$ cat src/rtl/ar_seq_ctrl.sv
// Sequencer for the AR MAC datapath: clear, coefficient load, history priming, then streaming.
// Control bus and in_ready are decoded combinationally from state; out_valid tracks one prediction per accepted RUN sample.
module ar_seq_ctrl #(
    parameter int DW        = 32,
    parameter int MAX_ORDER = 9
) (
    input  logic          clk,
    input  logic          rst,
    input  logic          cfg_start,
    input  logic [31:0]   cfg_p_order,
    input  logic          cfg_stop,
    output logic          cfg_err,
    input  logic [DW-1:0] in_data,
    input  logic          in_valid,
    output logic          in_ready,
    output logic [1:0]    ar_control,
    output logic [DW-1:0] ar_data_in,
    output logic [31:0]   ar_p_order,
    output logic          out_valid,
    input  logic          out_ready,
    output logic          busy
);

    localparam int CW = $clog2(MAX_ORDER + 1);

    localparam logic [1:0] CTL_RUN   = 2'b00;
    localparam logic [1:0] CTL_STALL = 2'b01;
    localparam logic [1:0] CTL_INIT  = 2'b10;
    localparam logic [1:0] CTL_CLEAR = 2'b11;

    typedef enum logic [2:0] {
        S_CLEAR,
        S_IDLE,
        S_LOAD,
        S_PRIME,
        S_RUN
    } state_t;

    state_t          r_state;
    logic            r_start_pend;
    logic [CW-1:0]   r_prime_cnt;
    logic [31:0]     r_p_order;
    logic            r_out_valid;
    logic            r_cfg_err;

    logic            w_order_ok;
    logic            w_accept;
    logic            w_stoppable;

    assign w_order_ok  = (cfg_p_order != 32'd0) && (cfg_p_order <= 32'(MAX_ORDER));
    // A RUN accept needs room for the new prediction: either none pending or the pending one leaves now.
    assign w_accept    = in_valid && (!r_out_valid || out_ready);
    assign w_stoppable = (r_state == S_LOAD) || (r_state == S_PRIME) || (r_state == S_RUN);

    always_comb begin
        ar_control = CTL_STALL;
        in_ready   = 1'b0;
        case (r_state)
            S_CLEAR: ar_control = CTL_CLEAR;
            S_IDLE:  ar_control = CTL_STALL;
            S_LOAD:  ar_control = CTL_INIT;
            S_PRIME: begin
                ar_control = in_valid ? CTL_INIT : CTL_STALL;
                in_ready   = in_valid;
            end
            S_RUN: begin
                ar_control = w_accept ? CTL_RUN : CTL_STALL;
                in_ready   = w_accept;
            end
            default: ar_control = CTL_CLEAR;
        endcase
    end

    always_ff @(posedge clk or posedge rst) begin
        if (rst) begin
            r_state      <= S_CLEAR;
            r_start_pend <= 1'b0;
            r_prime_cnt  <= '0;
            r_p_order    <= '0;
            r_out_valid  <= 1'b0;
            r_cfg_err    <= 1'b0;
        end else begin
            r_cfg_err <= 1'b0;
            if (cfg_start) begin
                if (w_order_ok) begin
                    r_p_order    <= cfg_p_order;
                    r_prime_cnt  <= cfg_p_order[CW-1:0];
                    r_start_pend <= 1'b1;
                    r_state      <= S_CLEAR;
                    r_out_valid  <= 1'b0;
                end else begin
                    r_cfg_err <= 1'b1;
                    // A rejected start while idle leaves the datapath untouched.
                    if (r_state != S_IDLE) begin
                        r_start_pend <= 1'b0;
                        r_state      <= S_CLEAR;
                        r_out_valid  <= 1'b0;
                    end
                end
            end else if (cfg_stop && w_stoppable) begin
                r_state     <= S_IDLE;
                r_out_valid <= 1'b0;
            end else begin
                case (r_state)
                    S_CLEAR: begin
                        r_state      <= r_start_pend ? S_LOAD : S_IDLE;
                        r_start_pend <= 1'b0;
                    end
                    S_LOAD:  r_state <= S_PRIME;
                    S_PRIME: begin
                        if (in_valid) begin
                            r_prime_cnt <= r_prime_cnt - CW'(1);
                            if (r_prime_cnt == CW'(1)) begin
                                r_state <= S_RUN;
                            end
                        end
                    end
                    S_RUN: begin
                        if (w_accept) begin
                            r_out_valid <= 1'b1;
                        end else if (out_ready) begin
                            r_out_valid <= 1'b0;
                        end
                    end
                    default: ;
                endcase
            end
        end
    end

    assign ar_data_in = in_data;
    assign ar_p_order = r_p_order;
    assign out_valid  = r_out_valid;
    assign cfg_err    = r_cfg_err;
    assign busy       = (r_state == S_CLEAR) || (r_state == S_LOAD) || (r_state == S_PRIME);

endmodule

$ cat config.mk
export PLATFORM = sky130hd
export DESIGN_NAME = ar_seq_ctrl
export DESIGN_NICKNAME = d
export VERILOG_FILES = /design/src/rtl/ar_seq_ctrl.sv
export SDC_FILE = /design/constraint.sdc
export NUM_CORES = 1
export LEC_CHECK = 0
export BUFFER_PORTS_ARGS = -buffer_cell sky130_fd_sc_hd__buf_2
export CAP_MARGIN = 20
export CORE_MARGIN = 5
export CORE_UTILIZATION = 42
export DETAILED_ROUTE_END_ITERATION = 16
export PLACE_DENSITY = 0.79
export SYNTH_ARGS = -nofsm -noshare
export SYNTH_HDL_FRONTEND = slang
export SYNTH_SLANG_ARGS = --single-unit
export TNS_END_PERCENT = 5
$ cat constraint.sdc
create_clock -name clk -period 2 [get_ports clk]
set_clock_uncertainty 0.1 [all_clocks]
set_input_delay 0 -clock clk [delete_from_list [all_inputs] [get_ports clk]]
set_output_delay 0 -clock clk [all_outputs]
set_load 0.1 [all_outputs]
-- After elaboration in Yosys (flattened, before gate mapping)
Cells that the tools add are included.
- output and inout port bits: 70
- bits of input ports: 70
- register bits after elaboration: 42
- logic and storage cells: 71
- $lt $le $gt $ge: 1
- add/sub/neg operators: 1
- eq/ne operators: 11
- reductions and logical operators: 22
- multiplexer cells: 30
- operators by type and width (operator ; count):
    32-bit by 4-bit <= comparator with 1-bit output, second input constant ; 1
    32-bit nonzero test ; 1
    4-bit 2-to-1 mux ; 5
    3-bit 2-to-1 mux ; 6
    1-bit 2-to-1 mux ; 14
    3-bit case mux with 3 select lines ; 1
    4-bit inequality test, second input constant ; 2
    2-bit case mux with 4 select lines ; 1
    4-bit AND reduction ; 2
    3-bit by 2-bit equality test with 1-bit output, second input constant ; 2
    3-bit by 1-bit inequality test with 1-bit output, second input constant ; 2
    3-bit AND reduction ; 2
    2-bit nonzero test ; 3
    1-bit logical OR ; 5
    5-bit nonzero test ; 1
    4-bit by 1-bit equality test with 1-bit output, second input constant ; 1
    2-bit 2-to-1 mux ; 2
    4-bit nonzero test ; 1
    4-bit by 1-bit subtractor with 4-bit output, second input constant ; 1
    3-bit by 1-bit equality test with 1-bit output, second input constant ; 1
    3-bit equality test, second input constant ; 1
    1-bit logical AND ; 3
    3-bit zero test ; 1
    3-bit nonzero test ; 1
    5 further kinds ; 5

-- Depth between registers and ports, before layout
Gate-level depths: netlist (run 1).
- depth in word-level cells: 7
- depth in mapped cells: 7
- gate-level depth less buffers: 7

-- Worst setup path after synthesis (run 1)
OpenSTA, ideal clock, no wires.
- kind: register to output
- start point: reg r_out_valid (netlist: out_valid)
- end point: out ar_control[0]
- stages on the path, launching flop included: 3
- arrival: 2774 ps
- required time: 1900 ps
- path buffers: 0
- slack: -874 ps
- cell sequence: dfrtp_1 > a2111oi_0 > a22oi_1
- word-level cells in the longest chain between the ends: 5
- ends and longest elaborated chain (item ; RTL line ; source):
    from (decl) ; 43 ; logic r_out_valid;
    from (signal assigned) ; 80 ; r_out_valid <= 1'b0;
    from (signal assigned) ; 90 ; r_out_valid <= 1'b0;
    from (signal assigned) ; 97 ; r_out_valid <= 1'b0;
    1-bit zero test ; 52 ; assign w_accept = in_valid && (!r_out_valid || out_ready);
    1-bit logical OR ; 52 ;
    1-bit logical AND ; 52 ;
    1-bit 2-to-1 mux ; 67 ; ar_control = w_accept ? CTL_RUN : CTL_STALL;
    2-bit case mux with 4 select lines ; 58 ; case (r_state)
    to (decl) ; 16 ; output logic [1:0] ar_control,
Every way passes these cells.

-- Worst setup path in the final report (run 1)
- start point: in cfg_p_order[0]
- end point: reg r_prime_cnt[1]
- word-level cells in the longest chain between the ends: 4
- elaborated cells between the ends (all ways): 5
- classes of those cells: 1 x order compare; 1 x eq/ne; 3 x reduce/logical
- ends and longest elaborated chain (item ; RTL line ; source):
    from (decl) ; 10 ; input logic [31:0] cfg_p_order,
    32-bit by 4-bit <= comparator with 1-bit output / 32-bit nonzero test (equally long branches) ; 50 ; assign w_order_ok = (cfg_p_order != 32'd0) && (cfg_p_order <= 32'(MAX_ORDER));
    1-bit logical AND * ; 50 ;
    2-bit by 1-bit inequality test with 1-bit output (no source line) * ; - ;
    4-bit AND reduction (no source line) * ; - ;
    to (signal assigned) ; 87 ; r_prime_cnt <= cfg_p_order[CW-1:0];
    to (signal assigned) ; 112 ; r_prime_cnt <= r_prime_cnt - CW'(1);
    to (decl) ; 41 ; logic [CW-1:0] r_prime_cnt;
Every way passes the cells marked *; elsewhere a longest branch is shown, timed or not.
A chain may end at the register's enable or synchronous reset.

==> results of run 1 <==
## state kept, by name, indices dropped and copies added, names as in the netlist
register      cells
out_valid         1
r_state           3
ar_p_order       32
cfg_err           1
r_prime_cnt       4
r_start_pend      1
## what timing repair did
| action | CTS | global route |
|---|---|---|
| hold buffers | 38 | 0 |
| endpoints found under the hold margin | 83 | 0 |
| gates resized for setup | 1 | 6 |
| setup endpoints to repair | 2 | 23 |
| cloned | 0 | 0 |
| setup buffers | 0 | 4 |
## area by class of cell
| cell class | count | area, µm² |
|---|---|---|
| repair buffers | 123 | 853.3 |
| multi-input cells | 117 | 783.3 |
| well taps | 67 | 83.83 |
| fillers | 427 | 1936 |
| inverters | 8 | 30.03 |
| clock buffers | 5 | 68.82 |
| flip-flops and latches | 42 | 1052 |
| clock inverters | 2 | 10.01 |
## tightest hold or removal path, stage by stage
cell and delay [ns]:
buf_2 0.14, o21ai_0 0.08, nand3_1 0.07, o21ai_0 0.08
## metrics by stage
| stage | total power [mW] | cells | hold WS (ns) | setup WS (ns) |
|---|---|---|---|---|
| after floorplan | 1.276 | 206 | 0.05169 | -0.2889 |
| after global placement | 1.038 | 315 | -0.09932 | 0.2259 |
| after detailed placement | 1.040 | 315 | -0.09932 | 0.1899 |
| after CTS | 1.870 | 360 | 0.02338 | 0.02207 |
| after global routing | 1.912 | 364 | 0.06887 | 0.02656 |
| final | 1.843 | 364 | 0.02831 | 0.1211 |
## where the power goes
group,switching [mW],internal (mW)
Combinational,0.375,0.105
Sequential,0.00224,0.853
Clock,0.274,0.234
Total,0.651,1.19
## metal layers
layer / vias to the layer above / part of all wire (%)
met2: 82 / 53
met3: 5 / 6.6
li1: 840 / -
met4: 0 / 1.3
met1: 818 / 39
met5: - / 0
## layout by cell type, fill, tap and decap left out, types with 2 or more instances in the layout
master and count:
ha_1 2, nor2b_1 25, nand2b_1 2, and2b_1 8, nor4_1 7, and3_1 2
dlygate4sd3_1 38, nand2_1 10, buf_6 2, clkbuf_8 5, nand3_1 2, buf_2 74
o21ai_0 10, buf_4 8, mux2_2 5, inv_1 7, nor2_1 8, dfrtp_1 41
a21oi_1 7, nor3_1 4, clkinv_2 2
## path summary, 6_finish.rpt
kind / startpoint / to / slack [ns] / depth (start not counted)
worst min register to register: ar_p_order[9]$_DFFE_PP0P_ / ar_p_order[9]$_DFFE_PP0P_ / 0.38 / 1
worst max-delay path: cfg_p_order[0] / r_prime_cnt[1]$_DFFE_PP0P_ / 0.12 / 8
min in group asynchronous: rst / ar_p_order[14]$_DFFE_PP0P_ / 0.31 / 4
worst min-delay path: cfg_stop / r_state[1]$_DFFE_PP0P_ / 0.03 / 4
max in group asynchronous: rst / r_state[2]$_DFFE_PP0P_ / 1.11 / 4
worst max register to register: r_prime_cnt[0]$_DFFE_PP0P_ / r_state[0]$_DFFE_PP0P_ / 0.17 / 6
## cells in the mapped netlist
library cell | count | area share, %
nand2b_1 | 2 | 0.59
nor2_1 | 9 | 1.6
a32oi_1 | 1 | 0.41
nand4bb_1 | 1 | 0.53
o21ai_0 | 10 | 2.4
nand3_1 | 2 | 0.47
dfrtp_1 | 42 | 50
buf_4 | 32 | 11
nor4bb_1 | 1 | 0.47
or4_1 | 1 | 0.35
buf_6 | 2 | 1.1
mux2i_1 | 1 | 0.47
and3_1 | 3 | 0.89
buf_2 | 1 | 0.24
nand2_1 | 10 | 1.8
and2b_1 | 8 | 2.8
o21ai_1 | 1 | 0.24
a22oi_1 | 2 | 0.71
nand4_1 | 1 | 0.30
xor2_1 | 1 | 0.41
nor4b_4 | 1 | 1.1
nor4_1 | 7 | 2.1
a31o_2 | 1 | 0.41
clkbuf_1 | 3 | 0.53
nand3b_1 | 1 | 0.35
o22ai_1 | 1 | 0.30
ha_1 | 2 | 1.2
a41o_1 | 1 | 0.47
mux2_2 | 5 | 2.7
a31oi_1 | 1 | 0.30
a2111oi_0 | 1 | 0.41
buf_1 | 1 | 0.18
or2_2 | 1 | 0.30
inv_1 | 7 | 1.2
a21oi_1 | 8 | 1.9
a311oi_1 | 1 | 0.41
nor3_1 | 4 | 0.94
clkinv_1 | 1 | 0.18
nor2b_1 | 26 | 7.7
o311a_1 | 1 | 0.47
o21bai_1 | 1 | 0.35
## cells by family after synthesis
logic type / Yosys count
AOI/OAI and AO/OA: 30
xor gates and xnor gates: 1
and+or+nand+nor: 78
DFF: 42
muxes: 6
buffers and inverters: 47
adders and majority gates: 2
==> metrics.csv, run 1 <==
metric,value,unit
CP max FO,19,
Synth-to-Final Area Change,35.87,%
HP Class,input port to flop,
Post-DP HPWL,3.412,mm
Crit Path Category,input port to flop,
routed length per instance,14.25,µm
Post-Syn Area,2121,µm²
Syn. warnings,0,
Post-Route WL,5.188,mm
Final ANT Viol Nets,0,
total CTS buffers,5,
design area,2882,µm²
Post-Synthesis Cells,206,
final worst path period share,93.94,%
Clock Latency Late Sink,0.28,ns
Compound-Gate Fraction of Synth Area,8.732,%
full die area,6571,µm²
kind of cell adding the most delay to the critical path,simple AND/OR/NAND/NOR gates,
routability cong.,0.8169,
met3 Resource Use GR,2.661,%
Post-Synth XOR/XNOR Area,0.4130,%
buffers and inverters on the worst path,3,
Post-DP Area,2374,µm²
H-tree levels,2,
final core occ,59.82,%
status,finished clean,
CP cell instances,dlygate4sd3_1 > buf_2 > or4_1 > and3_2 > nor4b_4 > buf_6 > nor2_4 > mux2i_1,
Post-Syn Nets,278,
Pwr Density,639.7,nW/µm²
via count,1745,
TNS Setup,0,ns
most used routing layer,met2,
Total GRT Usage,15.74,%
slowest cell on the critical path,dlygate4sd3_1,
total I/O pin count,140,
met1 Use GR,17.97,%
CTS tree,done,
share of cells above drive strength 1,35.69,%
initial antenna violation count,0,
largest family of logic cells by synthesized area,simple AND/OR/NAND/NOR gates,
slew margin rel.,33.73,%
static leakage,1.555,nW
mux cell area share after synthesis,3.127,%
Final Setup Violations,0,
root cell of the clock tree,clkbuf_8,
Synth Area per Inst,10.30,µm²
DRC Markers,0,
# rows,25,
sequential-to-total area share from yosys stat,49.56,%
Core ar.,4817,µm²
Vias per Instance,4.794,
crit path capture type,flop,
Achievable Freq,0.5322,GHz
global-route wire length before repair,8.148,mm
largest net degree at the start of global routing,43,
Crit path largest cell delay,0.52,ns
maxcap violations,0,
Final nets,369,
ANT cells,0,
GRT overflow,0,
Die W,81.06,µm
Slew Limit Fails,0,
RSZ-0062 raised after global routing,no,
"Req. time, crit path",2.11,ns
die height,81.06,µm
Sink Count,42,
M2 GR Usage,28.98,%
number of global-route vias before repair,1828,
WP data arrival,1.99,ns
DRT iter0 DRCs,67,
worst vdd ir,0.3302,mV
initial core utilization,44.03,%
Cell variety after synth,41,
worst slew pin tran,0.9909,ns
clock-pin slew on the worst setup and hold paths,0.07,ns
Synth Register Bits,42,
clock tree buffer depth,2,
Final Hold Fails,0,
startpoint types,input port,
drt first pass iters,4,
simple-gate area share of the yosys netlist,22.24,%
Tmin final,1.879,ns
port buffer count,75,
Synth Area in Adders,1.180,%
No activity file was read; power rests on OpenSTA's default activity.
==> run 2: changes to the inputs <==
- REMOVE_ABC_BUFFERS: default -> 1
==> metrics.csv, run 2 (same netlist as run 1, synthesis figures left out) <==
metric,value,unit,change
H-tree levels,2,,unchanged
Synth-to-Final Area Change,37.23,%,
full die area,6571,µm²,unchanged
Pwr Density,742.7,nW/µm²,+16%
Die W,81.06,µm,unchanged
Post-Route WL,6.219,mm,+20%
via count,1795,,+2.9%
"leading cell type in the layout, fill and taps excluded",buf_2,,
CP cell instances,dlygate4sd3_1 > buf_2 > or4_1 > and3_1 > nor4b_4 > buf_12 > mux2_2,,
Tmin final,1.892,ns,+0.01337 ns
Crit Path Category,input port to flop,,
startpoint types,input port,,
Final nets,365,,-1.1%
Final ANT Viol Nets,0,,unchanged
clock tree buffer depth,2,,unchanged
root cell of the clock tree,clkbuf_8,,
Achievable Freq,0.5285,GHz,-0.71%
initial antenna violation count,1,,+1
die height,81.06,µm,unchanged
status,finished clean,,
global-route wire length before repair,9.639,mm,+18%
RSZ-0062 raised after global routing,no,,
Worst Setup SP,cfg_p_order[0],,
maxcap violations,0,,unchanged
number of global-route vias before repair,1848,,+1.1%
HP Class,input port to flop,,
Final Setup Violations,0,,unchanged
worst slew pin tran,1.076,ns,+0.08562 ns
Total GRT Usage,19.36,%,+3.6 points
Slew Limit Fails,0,,unchanged
worst r2r src,r_prime_cnt[0]$_DFFE_PP0P_,,
# rows,25,,unchanged
slowest cell on the critical path,dlygate4sd3_1,,
DRT iter0 DRCs,66,,-1.5%
drt first pass iters,4,,unchanged
worst vdd ir,0.6125,mV,+85%
final core occ,60.42,%,+0.60 points
largest net degree at the start of global routing,38,,-12%
routability cong.,0.8449,,+3.4%
Total Power,2.161,mW,+17%
Core ar.,4817,µm²,unchanged
max FFs per register,32,,unchanged
CTS tree,done,,
total CTS buffers,5,,unchanged
share of cells above drive strength 1,34.01,%,-1.7 points
CP max FO,37,,+18
total I/O pin count,140,,unchanged
Clock Latency Late Sink,0.28,ns,about the same
post-CTS setup buffer count,0,,unchanged
Vias per Instance,4.959,,+3.4%
Crit path largest cell delay,0.53,ns,about the same
Final Hold Fails,0,,unchanged
Placed Cells incl. Taps,315,,unchanged
"Req. time, crit path",2.08,ns,-0.03 ns
WP data arrival,1.97,ns,-0.02 ns
final worst path period share,94.61,%,+0.67 points
Sink Count,42,,unchanged
DRC Markers,0,,unchanged
initial core utilization,44.03,%,unchanged
GRT overflow,0,,unchanged
fin cells,362,,-0.55%
static leakage,1.558,nW,+0.15%
clock-pin slew on the worst setup and hold paths,0.08,ns,about the same
routed length per instance,17.18,µm,+21%
hold wc startpoint,cfg_stop,,
most frequent cells in the layout,"buf_2 (74), dfrtp_1 (41), dlygate4sd3_1 (38)",,
Post-DP HPWL,4.311,mm,+26%
port buffer count,75,,unchanged
crit path capture type,flop,,
slew margin rel.,28.00,%,-5.7 points
## run 2: cell types whose count changed in the layout (fill, tap and decap cells not counted), moves of 2 or more
cell / delta
bufinv_16: +2
buf_4: -3
buf_6: -2
clkinv_2: -2
## run 2: final timing paths
check | to | slack (ns) | cells after the start
worst max-delay path | ar_p_order[3]$_DFFE_PP0P_ | 0.11 | 7
worst min-delay path | r_state[1]$_DFFE_PP0P_ | 0.03 | 4
worst max register to register | r_state[0]$_DFFE_PP0P_ | 0.15 | 6
worst min register to register | ar_p_order[7]$_DFFE_PP0P_ | 0.39 | 1
max in group asynchronous | ar_p_order[12]$_DFFE_PP0P_ | 1.36 | 4
min in group asynchronous | ar_p_order[23]$_DFFE_PP0P_ | 0.18 | 4
## run 2: report_power, final
part           total, mW  leakage, nW  switching [mW]  internal [mW]
registers          0.859        0.569         0.00578          0.853
clock network      0.814       0.0714           0.282          0.533
logic              0.489        0.917           0.383          0.105
total               2.16         1.56           0.671           1.49
## run 2: metrics by stage
step | instance area [µm²] | setup WS [ns] | setup TNS (ns) | hold WS [ns]
6_report | 2910 | 0.1077 | 0 | 0.02927
3_5_place_dp | 2370 | 0.1779 | 0 | -0.09932
5_1_grt | 2910 | 0.02774 | 0 | 0.06156
4_1_cts | 2894 | 0.002836 | 0 | 0.009787
2_1_floorplan | 1838 | -0.8736 | -2.363 | -0.1000
3_3_place_gp | 2370 | 0.2248 | 0 | -0.09932
## run 2: cell type report
type,instances,area [µm²]
sequential,42,1052
inverter,8,30.03
clock buffer,6,82.58
fill,442,1907
tap,67,83.83
multi-input combinational,117,770.7
clock inverter,2,60.06
antenna,1,2.502
timing repair buffer,119,828.3
## run 2: worst max-delay path, delay by kind of cell
family | cells | cell delay, ns
buf+inv | 3 | 0.85
simple gates | 3 | 0.84
mux | 1 | 0.28
## run 2: timing repair
item / 4_1_cts / 5_1_grt
setup endpoints to repair: 2 / 3
resized for setup: 1 / 4
hold buffers: 38 / 0
endpoints found under the hold margin: 83 / 0
## run 2: per-layer routing
metal | vias to the layer above | track usage (%) | share of wire [%]
li1 | 837 | - | -
met1 | 889 | 27.11 | 46
met2 | 63 | 29.97 | 47
met3 | 6 | 5.543 | 6.6
met4 | 0 | 3.885 | 0.58
met5 | - | 0 | 0
==> run 3: changes to the inputs <==
- RECOVER_POWER: default -> 50
==> metrics.csv, run 3 (same netlist as run 1, synthesis figures left out) <==
metric,value,unit,change
# rows,25,,unchanged
Comb pwr share,22.5,%,about the same
status,finished clean,,
clock tree buffer depth,2,,unchanged
fin cells,362,,unchanged
root cell of the clock tree,clkbuf_8,,
static leakage,1.406,nW,-9.7%
total CTS buffers,5,,unchanged
Core ar.,4817,µm²,unchanged
Final Setup Violations,0,,unchanged
Crit path largest cell delay,0.53,ns,about the same
WP data arrival,2.00,ns,+0.03 ns
RSZ-0062 raised after global routing,no,,
initial antenna violation count,1,,unchanged
drt first pass iters,4,,unchanged
Tmin final,1.893,ns,+0.0003120 ns
buffers and inverters on the worst path,3,,unchanged
Hold WS,0.03918,ns,+0.009911 ns
Pwr Density,754.5,nW/µm²,+1.6%
Final ANT Viol Nets,0,,unchanged
initial core utilization,44.03,%,unchanged
Total GRT Usage,19.36,%,unchanged
footprint of the multi-input gates,770.7,µm²,unchanged
Sink Count,42,,unchanged
Post-Route WL,6.205,mm,-0.23%
slew margin rel.,17.77,%,-10 points
DRT iter0 DRCs,57,,-14%
via count,1782,,-0.72%
Post-DP HPWL,4.311,mm,unchanged
crit path capture type,flop,,
register area,1052,µm²,unchanged
DRC Markers,0,,unchanged
number of global-route vias before repair,1848,,unchanged
share of cells above drive strength 1,22.11,%,-12 points
full die area,6571,µm²,unchanged
max FFs per register,32,,unchanged
Achievable Freq,0.5284,GHz,about the same
largest net degree at the start of global routing,38,,unchanged
power share of the clock group,37.7,%,about the same
routability cong.,0.8449,,unchanged
sequential share of power,39.7,%,about the same
Vias per Instance,4.923,,-0.72%
maxcap violations,0,,unchanged
post-CTS setup buffer count,0,,unchanged
HP Class,input port to flop,,
Slew Limit Fails,0,,unchanged
Crit Path Category,input port to flop,,
GRT overflow,0,,unchanged
Fill cells,452,,+2.3%
Total Power,2.159,mW,-0.10%
total I/O pin count,140,,unchanged
Switching Fraction,31.06,%,about the same
port buffer count,75,,unchanged
Final nets,365,,unchanged
slowest cell on the critical path,dlygate4sd3_1,,
Placed Cells incl. Taps,315,,unchanged
clock-pin slew on the worst setup and hold paths,0.08,ns,about the same
CP cell instances,dlygate4sd3_1 > buf_2 > or4_1 > and3_1 > nor4b_4 > buf_12 > nor2_4 > mux2i_1,,
worst slew pin tran,1.233,ns,+0.1569 ns
final worst path period share,94.63,%,about the same
Final Hold Fails,0,,unchanged
global-route wire length before repair,9.639,mm,unchanged
"Req. time, crit path",2.11,ns,+0.03 ns
H-tree levels,2,,unchanged
die height,81.06,µm,unchanged
Die W,81.06,µm,unchanged
routed length per instance,17.14,µm,-0.23%
worst vdd ir,0.6124,mV,about the same
Clock Latency Late Sink,0.28,ns,about the same
kind of cell adding the most delay to the critical path,simple AND/OR/NAND/NOR gates,,
startpoint types,input port,,
CTS tree,done,,
NetSw,0.6707,mW,about the same
CP max FO,37,,unchanged
P_int,1.488,mW,-0.14%
most frequent cells in the layout,"dfrtp_1 (41), buf_2 (41), dlygate4sd3_1 (38)",,
Synth-to-Final Area Change,34.93,%,
[run 3: area by class of cell]
class,instances,share of cell area (%)
inverters,8,1.049
clock buffers,6,2.886
flip-flops and latches,42,36.77
clock inverters,2,2.099
multi-input cells,117,26.93
diodes,1,0.08745
well taps,67,2.930
repair buffers,119,27.24
[run 3: through the flow]
stage	TNS [ns]	utilization, %	setup WS, ns	instance area (µm²)
finish	0	59.40	0.1074	2861
floorplan	-2.363	-	-0.8736	1838
detailed placement	0	49.19	0.1779	2370
CTS	0	60.08	0.002836	2894
global placement	0	49.19	0.2248	2370
global route	0	59.40	0.02774	2861
[run 3: path summary, 6_finish.rpt]
kind                                       startpoint                    endpoint  slack, ns  cells past startpoint
max                                    cfg_p_order[0]  r_prime_cnt[1]$_DFFE_PP0P_       0.11                      8
min                                          cfg_stop      r_state[1]$_DFFE_PP0P_       0.04                      4
max reg2reg                r_prime_cnt[0]$_DFFE_PP0P_      r_state[0]$_DFFE_PP0P_       0.15                      6
min reg2reg                 ar_p_order[9]$_DFFE_PP0P_   ar_p_order[9]$_DFFE_PP0P_       0.39                      1
max in group asynchronous                         rst  ar_p_order[12]$_DFFE_PP0P_       0.50                      4
min in group asynchronous                         rst  ar_p_order[19]$_DFFE_PP0P_       0.46                      4
[run 3: power groups by stage]
stage	sequential [mW]	combinational, mW	clock [mW]
after floorplan	0.884	0.0836	0
after global placement	0.874	0.161	0
after detailed placement	0.875	0.165	0
after CTS	0.858	0.486	0.846
after global routing	0.859	0.503	0.882
final	0.858	0.486	0.815
[run 3: worst reg2reg max path, delay by kind of cell, from the launching register on]
family	cells	cell delay (ns)
DFF	1	0.42
AOI/OAI and AO/OA	2	0.46
adders and majority gates	1	0.20
and+or+nand+nor	2	0.19
muxes	1	0.37
[run 3: repair_timing]
item	in CTS	in global routing
resized for setup	1	4
pin swaps	0	0
hold endpoints to repair	83	0
hold buffers	38	0
endpoints found under the setup margin	2	3
[run 3: metal layers]
| layer | vias to the layer above | share of wire (%) | track usage [%] | routed length, µm |
|---|---|---|---|---|
| met1 | 877 | 46 | 27.11 | 2853 |
| met4 | 0 | 0.58 | 3.885 | 36 |
| li1 | 835 | - | - | - |
| met2 | 64 | 47 | 29.97 | 2887 |
| met5 | - | 0 | 0 | 0 |
| met3 | 6 | 6.9 | 5.543 | 428 |
